### config.mk
export PLATFORM = sky130hd
export DESIGN_NAME = alu_serial_seq
export DESIGN_NICKNAME = d
export VERILOG_FILES = /design/src/rtl/alu_serial_seq.sv
export SDC_FILE = /design/constraint.sdc
export NUM_CORES = 1
export LEC_CHECK = 0
export BUFFER_PORTS_ARGS = -buffer_cell sky130_fd_sc_hd__buf_2
export CAP_MARGIN = 30
export CORE_ASPECT_RATIO = 0.5
export CORE_MARGIN = 1
export CORE_UTILIZATION = 56
export CTS_CLUSTER_SIZE = 24
export DETAILED_ROUTE_END_ITERATION = 12
export GPL_TIMING_DRIVEN = 0
export HOLD_SLACK_MARGIN = 0.12
export PLACE_DENSITY = 0.85
export SYNTH_ARGS = -nofsm -noshare
export SYNTH_HDL_FRONTEND = slang
export SYNTH_SLANG_ARGS = --single-unit
### constraint.sdc
create_clock -name clk_i -period 2.54 [get_ports clk_i]
set_clock_uncertainty 0.15 [all_clocks]
set_input_delay 0.127 -clock clk_i [delete_from_list [all_inputs] [get_ports clk_i]]
set_output_delay 0.127 -clock clk_i [all_outputs]
set_load 0.005 [all_outputs]
### src/rtl/alu_serial_seq.sv
// Bit-serial ALU: streams a WIDTH-bit operation through one 1-bit slice, LSB first.
// Start/busy/done handshake; SLT adds one fix-up cycle after the subtract pass.
module alu_serial_seq #(
  parameter int WIDTH = 32,
  parameter int CNT_W = 6
) (
  input  logic             clk_i,
  input  logic             rst_i,
  input  logic             start_i,
  input  logic [3:0]       ctrl_i,
  input  logic [WIDTH-1:0] src1_i,
  input  logic [WIDTH-1:0] src2_i,
  output logic             busy_o,
  output logic             done_o,
  output logic [WIDTH-1:0] result_o,
  output logic             zero_o,
  output logic             cout_o,
  output logic             overflow_o
);

  // state    | meaning
  // S_IDLE   | waiting for start_i
  // S_RUN    | one operand bit per clock through the slice
  // S_SLT_FIX| turn the subtract result into the SLT bit
  // S_DONE   | one-cycle completion pulse, may accept a new op
  typedef enum logic [1:0] {S_IDLE, S_RUN, S_SLT_FIX, S_DONE} state_t;

  state_t           state_q, state_d;
  logic [WIDTH-1:0] a_q, a_d, b_q, b_d, res_sh_q, res_sh_d, result_q, result_d;
  logic [CNT_W-1:0] cnt_q, cnt_d;
  logic [1:0]       op_q, op_d;
  logic             ainv_q, ainv_d, binv_q, binv_d;
  logic             slt_q, slt_d, unsup_q, unsup_d;
  logic             carry_q, carry_d, c_msb_q, c_msb_d;
  logic             cout_q, cout_d, ovf_q, ovf_d;

  logic             a_bit, b_bit, sum_bit, carry_nxt, slice_bit, last_bit, accept, arith;
  logic [WIDTH-1:0] shifted;

  assign a_bit     = a_q[0] ^ ainv_q;
  assign b_bit     = b_q[0] ^ binv_q;
  assign sum_bit   = a_bit ^ b_bit ^ carry_q;
  assign carry_nxt = (a_bit & b_bit) | (carry_q & (a_bit | b_bit));
  assign last_bit  = (cnt_q == CNT_W'(WIDTH - 1));
  assign accept    = ((state_q == S_IDLE) || (state_q == S_DONE)) && start_i;
  assign arith     = (op_q == 2'b10) && !unsup_q;
  assign shifted   = {slice_bit, res_sh_q[WIDTH-1:1]};

  always_comb begin
    case (op_q)
      2'b00:   slice_bit = a_bit & b_bit;
      2'b01:   slice_bit = a_bit | b_bit;
      2'b10:   slice_bit = sum_bit;
      default: slice_bit = 1'b0;
    endcase
  end

  always_comb begin
    state_d  = state_q;
    a_d      = a_q;
    b_d      = b_q;
    res_sh_d = res_sh_q;
    result_d = result_q;
    cnt_d    = cnt_q;
    op_d     = op_q;
    ainv_d   = ainv_q;
    binv_d   = binv_q;
    slt_d    = slt_q;
    unsup_d  = unsup_q;
    carry_d  = carry_q;
    c_msb_d  = c_msb_q;
    cout_d   = cout_q;
    ovf_d    = ovf_q;

    if (accept) begin
      state_d = S_RUN;
      a_d     = src1_i;
      b_d     = src2_i;
      cnt_d   = '0;
      op_d    = 2'b00;
      ainv_d  = 1'b0;
      binv_d  = 1'b0;
      slt_d   = 1'b0;
      unsup_d = 1'b0;
      carry_d = 1'b0;
      case (ctrl_i)
        4'b0000: op_d = 2'b00;
        4'b0001: op_d = 2'b01;
        4'b0010: op_d = 2'b10;
        4'b0110: begin op_d = 2'b10; binv_d = 1'b1; carry_d = 1'b1; end
        4'b0111: begin op_d = 2'b10; binv_d = 1'b1; carry_d = 1'b1; slt_d = 1'b1; end
        4'b1100: begin op_d = 2'b00; ainv_d = 1'b1; binv_d = 1'b1; end
        default: unsup_d = 1'b1;
      endcase
    end else begin
      case (state_q)
        S_RUN: begin
          res_sh_d = shifted;
          a_d      = {1'b0, a_q[WIDTH-1:1]};
          b_d      = {1'b0, b_q[WIDTH-1:1]};
          cnt_d    = cnt_q + CNT_W'(1);
          carry_d  = carry_nxt;
          if (last_bit) begin
            c_msb_d = carry_q;
            if (slt_q) begin
              state_d = S_SLT_FIX;
            end else begin
              state_d  = S_DONE;
              result_d = unsup_q ? '0 : shifted;
              cout_d   = arith & carry_nxt;
              ovf_d    = arith & (carry_nxt ^ carry_q);
            end
          end
        end
        S_SLT_FIX: begin
          // sign of the difference corrected by overflow gives signed less-than
          state_d  = S_DONE;
          result_d = {{(WIDTH-1){1'b0}}, res_sh_q[WIDTH-1] ^ carry_q ^ c_msb_q};
          cout_d   = 1'b0;
          ovf_d    = 1'b0;
        end
        S_DONE:  state_d = S_IDLE;
        default: state_d = S_IDLE;
      endcase
    end
  end

  always_ff @(posedge clk_i or negedge rst_i) begin
    if (!rst_i) begin
      state_q  <= S_IDLE;
      a_q      <= '0;
      b_q      <= '0;
      res_sh_q <= '0;
      result_q <= '0;
      cnt_q    <= '0;
      op_q     <= 2'b00;
      ainv_q   <= 1'b0;
      binv_q   <= 1'b0;
      slt_q    <= 1'b0;
      unsup_q  <= 1'b0;
      carry_q  <= 1'b0;
      c_msb_q  <= 1'b0;
      cout_q   <= 1'b0;
      ovf_q    <= 1'b0;
    end else begin
      state_q  <= state_d;
      a_q      <= a_d;
      b_q      <= b_d;
      res_sh_q <= res_sh_d;
      result_q <= result_d;
      cnt_q    <= cnt_d;
      op_q     <= op_d;
      ainv_q   <= ainv_d;
      binv_q   <= binv_d;
      slt_q    <= slt_d;
      unsup_q  <= unsup_d;
      carry_q  <= carry_d;
      c_msb_q  <= c_msb_d;
      cout_q   <= cout_d;
      ovf_q    <= ovf_d;
    end
  end

  assign busy_o     = (state_q == S_RUN) || (state_q == S_SLT_FIX);
  assign done_o     = (state_q == S_DONE);
  assign result_o   = result_q;
  assign zero_o     = (result_q == '0);
  assign cout_o     = cout_q;
  assign overflow_o = ovf_q;

endmodule

# Yosys cells after proc, flatten, opt, wreduce, memory -nomap -nowiden
# Index checks and enable logic that the tools add are counted.
totals:
  in_bits: 71
  reg_bits: 146
  word_cells: 91
  output_inout_bits: 37
classes:
  bitwise: 14
  n_mux: 29
  add_sub_neg: 1
  eq_ne: 14
  reduce_logical: 18
op_table:
  columns: ["cell", "count"]
  rows:
  - ["$mux W32", 7]
  - ["$pmux W32 S2", 1]
  - ["$logic_not A32 Y1", 1]
  - ["$mux W1", 12]
  - ["$mux W6", 2]
  - ["$eq A4 B3 Y1 const B", 2]
  - ["$pmux W2 S2", 2]
  - ["$xor A1 B1 Y1", 7]
  - ["$add A6 B1 Y6 const B", 1]
  - ["$eq A2 B2 Y1 const B", 3]
  - ["$eq A6 B5 Y1 const B", 1]
  - ["$reduce_or A3 Y1", 2]
  - ["$reduce_or A6 Y1", 1]
  - ["$and A1 B1 Y1", 4]
  - ["$eq A2 B1 Y1 const B", 2]
  - ["$eq A4 B1 Y1 const B", 1]
  - ["$eq A4 B2 Y1 const B", 1]
  - ["$eq A4 B4 Y1 const B", 1]
  - ["$logic_not A2 Y1", 2]
  - ["$logic_not A4 Y1", 1]
  - ["$mux W2", 2]
  - ["$ne A2 B2 Y1 const B", 2]
  - ["$pmux W1 S2", 2]
  - ["$reduce_and A4 Y1", 1]
  - ["11 further kinds", 15]

# Depth between registers and ports, before layout
# Gate-level depths: netlist of run 1.
depth:
  ltp_word: 9
  depth_mapped: 9
  depth_no_buf: 7

# Worst setup path after synthesis of run 1
# Ideal clock, no wire load.
synth_timing:
  kind: "reg-to-reg"
  startpoint: "reg ainv_q"
  endpoint: "reg result_q[31], in the netlist result_o[31]"
  arrival_ns: 1.847
  setup_ns: 0.128
  period_less_slack_ns: 2.125
  t_required_ns: 2.262
  path_stages_with_launch: 8
  slack_ns: 0.415
  n_path_buf: 0
  path_cell_list: "dfrtp_1 > xnor2_1 > inv_1 > fa_1 > mux2_1 > o21ai_1 > nor3_1 > mux2_1"
synth_between:
  elab_chain_len: 8
  word_cells_on_any_way: 10
  cone_classes: "5 x mux; 5 x bitwise"
synth_lines:
  columns: ["item", "line", "rtl"]
  rows:
  - ["start, declared", "32", "logic ainv_q, ainv_d, binv_q, binv_d;"]
  - ["start signal, assigned", "153", "ainv_q <= ainv_d;"]
  - ["$xor A1 B1 Y1 (*)", "40", "assign a_bit = a_q[0] ^ ainv_q;"]
  - ["$xor A1 B1 Y1 (2 in a row)", "42", "assign sum_bit = a_bit ^ b_bit ^ carry_q;"]
  - ["$pmux W1 S3 (*)", "50", "case (op_q)"]
  - ["$mux W32 (*)", "109", "result_d = unsup_q ? '0 : shifted;"]
  - ["$mux W32 (*)", "105", "if (slt_q) begin"]
  - ["$mux W32 (*)", "103", "if (last_bit) begin"]
  - ["$pmux W32 S2 (*)", "96", "case (state_q)"]
  - ["end signal, assigned", "150", "result_q <= result_d;"]
  - ["end, declared", "29", "logic [WIDTH-1:0] a_q, a_d, b_q, b_d, res_sh_q, res_sh_d, result_q, result_d;"]
# Mark *: on every way between the ends. The rest lies on a longest branch, timed or not. The select of a mux whose other input is x is not followed.
# A chain may end at the register's enable or synchronous reset.

# Worst setup path after layout of run 1
layout_timing:
  startpoint: "reg state_q[0]"
  endpoint: "reg result_q[29], in the netlist result_o[29]"
layout_between:
  elab_chain_len: 5
  word_cells_on_any_way: 12
  cone_classes: "5 x eq/ne; 1 x mux; 1 x bitwise; 5 x reduce/logical"
layout_lines:
  columns: ["item", "line", "rtl"]
  rows:
  - ["start, declared", "28", "state_t state_q, state_d;"]
  - ["start signal, assigned", "146", "state_q <= state_d;"]
  - ["$eq A2 B2 Y1 / $logic_not A2 Y1 (equally long branches)", "45", "assign accept = ((state_q == S_IDLE) || (state_q == S_DONE)) && start_i;"]
  - ["$logic_or A1 B1 Y1", "45", null]
  - ["$logic_and A1 B1 Y1", "45", null]
  - ["$not A1 Y1 (no source line)", null, null]
  - ["$reduce_and A4 Y1 (no source line)", null, null]
# Parallel ways exist; a longest one is shown, timed or not.

==> impl_metrics.tcl, run 1 <==
set metrics [dict create \
    outcome "complete, no violations" \
    power_density_nw_per_um2 1260 \
    placement.setup.worst_slack_ps -79.3 \
    floorplan.initialDensity_pct 58.7 \
    antenna_violating_nets_post_route 0 \
    numClockSinks 145 \
    multiInputGateArea_um2 2710 \
    port-buffer-count 107 \
    critical_path.startpoint_type "flip-flop" \
    num_io_pins 108 \
    post_synth_main_area_contributors "sky130_fd_sc_hd__dfrtp_1, sky130_fd_sc_hd__mux2i_1, sky130_fd_sc_hd__o21ai_1" \
    core_area_um2 11200 \
    mappedNetlistArea_um2 6590 \
    synth_enable_flop_cells 0 \
    layout.cells.most_common "sky130_fd_sc_hd__dfrtp_1" \
    final.min_clock_period_ps 2380 \
    synth-main-ff-cell "sky130_fd_sc_hd__dfrtp_1" \
    count_of_buffers_added_by_post_cts_timing_repair_for_setup 0 \
    layout-drive-gt1-share_pct 21.4 \
    tritoncts "built" \
    grt_setup_unrepaired "false" \
    internal_power_w 0.00673 \
    antenna_found_initial 0 \
    synth_area_per_cell_um2 10.9 \
    routed_wirelength_um 17100 \
    fillerInstances 716 \
    core.rowCount 27 \
    switching_share_pct 38.7 \
    clock_tree.htree_level_count 4 \
    cell_accounting_for_the_most_synthesized_area "sky130_fd_sc_hd__dfrtp_1" \
    drt_iter0_markers 297 \
    die_w_um 155 \
    layout_utilization_pct 77.5 \
    seq_area_frac_synth_pct 55.1 \
    final.setup.worst_slack_ps 163 \
    timing_max_transition_violations_final 0 \
    via_count_of_the_first_global_routing_pass 5660 \
    grt_pass1_wl_um 28200 \
    worst-endpoint-required_ps 2710 \
    power.net_switching_w 0.00425 \
    finalSetupViolations 0 \
    die_h_um 78.7 \
    power.share.combinational_pct 41.3 \
    routed-via-count 5480 \
    instances_no_fill 974 \
    crit_arrival_ps 2540 \
    clkLatencyLatePin_ps 420 \
    grtUsageTotal_pct 30.4 \
    total_die_area_um2 12200 \
    timing.critical_path.to_type "flip-flop" \
    dpl.hpwl_um 9810 \
    grt_max_degree 77 \
    distinct_cell_type_count_after_synthesis 38 \
    area.growth.synth_to_final_pct 32.0 \
    num-nets-final 882 \
    post_drt_via_cell_ratio 5.63 \
    hold_path_class "primary input to async pin" \
    hold_viol_final 0 \
    finalWeightedCongestion 0.796 \
    holdWs_ps 133 \
    yosys_warnings 0 \
    number_of_flip_flops_and_latches_in_the_synthesized_netlist 145 \
    wl_per_cell_um 17.5 \
    drv.max_cap_violation_count 0 \
    register_area_um2 3630 \
    cts_inserted_buffers 17 \
    cts.root.buffer_cell "sky130_fd_sc_hd__clkbuf_16" \
    share_clk_of_total_power_pct 23.7 \
    share_seq_of_total_power_pct 35.0 \
    syn_inst 604 \
    leakage_power_nw 3.86 \
    clk_path_buf_depth 2 \
    crit_path_max_fanout 10 \
    critPathKind "flip-flop to flip-flop" \
    gr-total-overflow 0 \
    slew_headroom_pct 51.8 \
    most-common-layout-cells "sky130_fd_sc_hd__dfrtp_1, sky130_fd_sc_hd__buf_2, sky130_fd_sc_hd__nand2_1" \
    syn_nets 683 \
    synth_largest_type_area_fraction_pct 55.1 \
    asyncSetResetFlopFracSynth_pct 100 \
    post-place-cells 871 \
    worst-slew-pin-transition_ps 724 \
    fmaxAchievable_mhz 421 \
    drc 0 \
    period_share_pct 93.6 \
    detailedRoute.firstPassIterationCount 9 \
    ir_worst_vdd_mv 0.563 \
    clkTransAtPathRegs_ps 60 \
]
-- cells in the mapped netlist (7+ instances only) --
cell / count
sky130_fd_sc_hd__mux2_1: 36
sky130_fd_sc_hd__o31ai_1: 24
sky130_fd_sc_hd__nand2_1: 110
sky130_fd_sc_hd__nor4_1: 8
sky130_fd_sc_hd__nor2_1: 8
sky130_fd_sc_hd__mux2i_1: 64
sky130_fd_sc_hd__dfrtp_1: 145
sky130_fd_sc_hd__nand3_1: 8
sky130_fd_sc_hd__o21ai_1: 98
sky130_fd_sc_hd__o31ai_2: 7
sky130_fd_sc_hd__ha_1: 7
sky130_fd_sc_hd__buf_2: 17
sky130_fd_sc_hd__clkbuf_1: 17
sky130_fd_sc_hd__inv_1: 7
-- worst max-delay path, cell delays in order, from the launching register on --
cell	delay, ps
sky130_fd_sc_hd__dfrtp_1	400
sky130_fd_sc_hd__inv_1	80
sky130_fd_sc_hd__ha_1	320
sky130_fd_sc_hd__and2_1	130
sky130_fd_sc_hd__buf_2	300
sky130_fd_sc_hd__buf_2	370
sky130_fd_sc_hd__buf_2	330
sky130_fd_sc_hd__o21ai_1	120
sky130_fd_sc_hd__o31ai_1	70
-- what timing repair did --
| item | CTS | global route |
|---|---|---|
| gates resized for setup | 1 | 6 |
| hold endpoints to repair | 155 | 0 |
| hold buffers | 72 | 0 |
| setup endpoints to repair | 39 | 31 |
-- registers in the layout (all words and copies together) (netlist names) --
signal	count
cout_o	1
c_msb_q	1
a_q	32
b_q	32
unsup_q	1
state_q	2
result_o	32
binv_q	1
cnt_q	6
slt_q	1
overflow_o	1
op_q	2
res_sh_q	31
carry_q	1
ainv_q	1
-- worst paths after layout --
| path | cells after the start | slack (ps) | end | from |
|---|---|---|---|---|
| max | 8 | 160 | result_o[29] | state_q[0] |
| min | 2 | 130 | b_q[17] | rst_i |
| max reg2reg | 8 | 160 | result_o[29] | state_q[0] |
| min reg2reg | 2 | 340 | ainv_q | ainv_q |
| max in group asynchronous | 3 | 1300 | res_sh_q[1] | rst_i |
| min in group clk_i | 4 | 300 | a_q[19] | src1_i[19] |
-- cell type report --
class | count | area share (%)
diodes | 1 | 0.0288
flip-flops and latches | 145 | 41.7
repair buffers | 180 | 14.8
well taps | 159 | 2.29
multi-input cells | 406 | 31.1
inverters | 8 | 0.345
clock inverters | 9 | 1.51
plain buffers | 45 | 2.59
clock buffers | 21 | 5.53
-- power groups by stage --
stage / clock network, W / logic [W] / registers (W)
after global placement: 0 / 0.00412 / 0.00380
final: 0.00260 / 0.00453 / 0.00384
after CTS: 0.00260 / 0.00443 / 0.00382
after detailed placement: 0 / 0.00428 / 0.00385
after global routing: 0.00271 / 0.00502 / 0.00395
after floorplan: 0 / 0.00315 / 0.00370
-- layer usage --
layer / vias up / part of all wire [%] / track usage (%)
li1: 2517 / - / -
met1: 2675 / 42 / 36.8
met2: 230 / 50 / 52.2
met3: 58 / 5.2 / 6.18
met4: 0 / 3.2 / 15.5
met5: - / 0 / 0
-- per-stage QoR --
step	cell area (um2)	total power [W]	TNS, ps
after global placement	7320	0.00792	-109770
after detailed placement	7350	0.00813	-1440
after floorplan	6590	0.00685	0
final	8690	0.0110	0
after global routing	8690	0.0117	0
after CTS	8690	0.0109	0
-- logic make-up (layout without fill, tap and decap cells) --
group,after synthesis,count (layout),synth area share (%)
AND/OR/NAND/NOR,149,149,9.78
adder cells (fa/ha/maj),8,8,1.63
flip-flops,145,145,55.1
AO/OA/AOI/OAI,140,140,12.6
multiplexers,100,100,15.9
XOR/XNOR,9,9,1.20
other,0,1,0
buffers and inverters,53,263,3.80
Note: power is estimated with default switching activity, not from simulation.
==> run 2, diff against run 1 <==
- PLACE_DENSITY: 0.85 -> 0.78
==> impl_metrics.tcl, run 2 (synthesis gave the netlist of run 1 again) <==
set metrics [dict create \
    fillerInstances 742 \
    grt_pass1_wl_um 26300 \
    setup_total_negative_slack_ps 0 \
    clk_path_buf_depth 2 \
    drc 0 \
    critical_path.startpoint_type "flip-flop" \
    drt_iter0_markers 266 \
    numClockSinks 145 \
    clock_tree.htree_level_count 4 \
    antenna_violating_nets_post_route 0 \
    hold_viol_final 0 \
    gr-total-overflow 0 \
    die_w_um 155 \
    post_drt_via_cell_ratio 5.51 \
    power_density_nw_per_um2 1230 \
    grt_setup_unrepaired "false" \
    placement.setup.worst_slack_ps -142 \
    slew_headroom_pct 46.6 \
    port-buffer-count 107 \
    floorplan.initialDensity_pct 58.7 \
    num_antenna_cells 0 \
    fmaxAchievable_mhz 420 \
    tritoncts "built" \
    count_of_buffers_added_by_post_cts_timing_repair_for_setup 0 \
    layout.cells.most_common "sky130_fd_sc_hd__dfrtp_1" \
    final.setup.worst_slack_ps 161 \
    most-common-layout-cells "sky130_fd_sc_hd__dfrtp_1, sky130_fd_sc_hd__buf_2, sky130_fd_sc_hd__nand2_1" \
    worst-endpoint-required_ps 2710 \
    cts_inserted_buffers 17 \
    worst-slew-pin-transition_ps 801 \
    ir_worst_vdd_mv 0.599 \
    die_h_um 78.7 \
    register_area_um2 3630 \
    crit_path_max_fanout 10 \
    routed-via-count 5374 \
    finalSetupViolations 0 \
    finalWeightedCongestion 0.792 \
    multiInputGateArea_um2 2710 \
    num-nets-final 883 \
    clkLatencyLatePin_ps 420 \
    holdWs_ps 192 \
    clkTransAtPathRegs_ps 70 \
    wl_per_cell_um 16.3 \
    hold_path_class "primary input to async pin" \
    core_area_um2 11200 \
    grt_max_degree 88 \
    timing.rr.start "state_q[0]" \
    timing_max_transition_violations_final 0 \
    leakage_power_nw 3.84 \
    area.growth.synth_to_final_pct 31.2 \
    num_io_pins 108 \
    routed_wirelength_um 15900 \
    antenna_found_initial 0 \
    via_count_of_the_first_global_routing_pass 5365 \
    detailedRoute.firstPassIterationCount 4 \
    final.min_clock_period_ps 2380 \
    timing.critical_path.from "state_q[0]" \
    layout-drive-gt1-share_pct 21.5 \
    grtUsageTotal_pct 28.0 \
    timing.critical_path.to_type "flip-flop" \
    total_die_area_um2 12200 \
    core.rowCount 27 \
    crit_arrival_ps 2550 \
    drv.max_cap_violation_count 0 \
    outcome "complete, no violations" \
    critPathKind "flip-flop to flip-flop" \
    dpl.hpwl_um 9840 \
    cts.root.buffer_cell "sky130_fd_sc_hd__clkbuf_16" \
    period_share_pct 93.7 \
]
==> run 2: cell types whose count changed in the layout (fill, tap and decap cells not counted) <==
| cell | before | now |
|---|---|---|
| sky130_fd_sc_hd__bufinv_16 | 3 | 0 |
| sky130_fd_sc_hd__clkbuf_8 | 4 | 0 |
| sky130_fd_sc_hd__clkinv_4 | 1 | 4 |
| sky130_fd_sc_hd__clkinvlp_4 | 3 | 1 |
| sky130_fd_sc_hd__diode_2 | 1 | 0 |
| sky130_fd_sc_hd__dlygate4sd3_1 | 72 | 73 |
| sky130_fd_sc_hd__inv_6 | 0 | 7 |
| sky130_fd_sc_hd__inv_8 | 0 | 1 |
==> run 2: final cells by class <==
cell class / count / area share (%)
buffer: 45 / 2.61
timing repair buffer: 181 / 15.0
inverter: 8 / 0.348
clock buffer: 17 / 4.92
multi-input combinational: 406 / 31.3
tap: 159 / 2.30
sequential: 145 / 42.0
clock inverter: 15 / 1.45
==> run 2: power by group <==
group	internal (W)	total, W	switching, W
sequential	0.00322	0.00382	0.000595
combinational	0.00186	0.00446	0.00260
clock	0.00128	0.00233	0.00106
==> run 2: metrics by stage <==
| stage | util [%] | power, W | instance area (um2) | instances |
|---|---|---|---|---|
| after floorplan | - | 0.00685 | 6590 | 604 |
| after global placement | 65.3 | 0.00795 | 7320 | 870 |
| after global routing | 77.0 | 0.0113 | 8640 | 976 |
| after detailed placement | 65.6 | 0.00815 | 7350 | 871 |
| after CTS | 77.0 | 0.0106 | 8640 | 976 |
| final | 77.0 | 0.0106 | 8640 | 976 |
==> run 2: worst paths after layout <==
| path | cells past startpoint | endpoint | slack [ps] |
|---|---|---|---|
| max | 8 | result_o[29] | 160 |
| min | 2 | b_q[18] | 190 |
| max reg2reg | 8 | result_o[29] | 160 |
| min reg2reg | 1 | overflow_o | 350 |
| max in group asynchronous | 3 | res_sh_q[9] | 1280 |
| min in group clk_i | 4 | b_q[31] | 300 |
==> run 2: metal layers <==
| layer | wire, um | global-route usage (%) | part of all wire, % | up-vias |
|---|---|---|---|---|
| met4 | 212 | 8.63 | 1.3 | 0 |
| met2 | 7700 | 46.8 | 48 | 151 |
| met1 | 7290 | 37.3 | 46 | 2674 |
| li1 | - | - | - | 2524 |
| met3 | 689 | 5.14 | 4.3 | 25 |
| met5 | 0 | 0 | 0 | - |
==> run 2: worst max-delay path, stage by stage (launching register included) <==
cell                      delay, ps
sky130_fd_sc_hd__dfrtp_1        410
sky130_fd_sc_hd__inv_1           80
sky130_fd_sc_hd__ha_1           330
sky130_fd_sc_hd__and2_1         130
sky130_fd_sc_hd__buf_2          310
sky130_fd_sc_hd__buf_2          360
sky130_fd_sc_hd__buf_2          340
sky130_fd_sc_hd__o21ai_1        110
sky130_fd_sc_hd__o31ai_1         70
==> run 2: what timing repair did <==
item                                   CTS  global route
resized for setup                        1             6
endpoints found under the hold margin  158             0
setup endpoints to repair               75            33
hold buffers                            73             0
pin swaps                                0             0
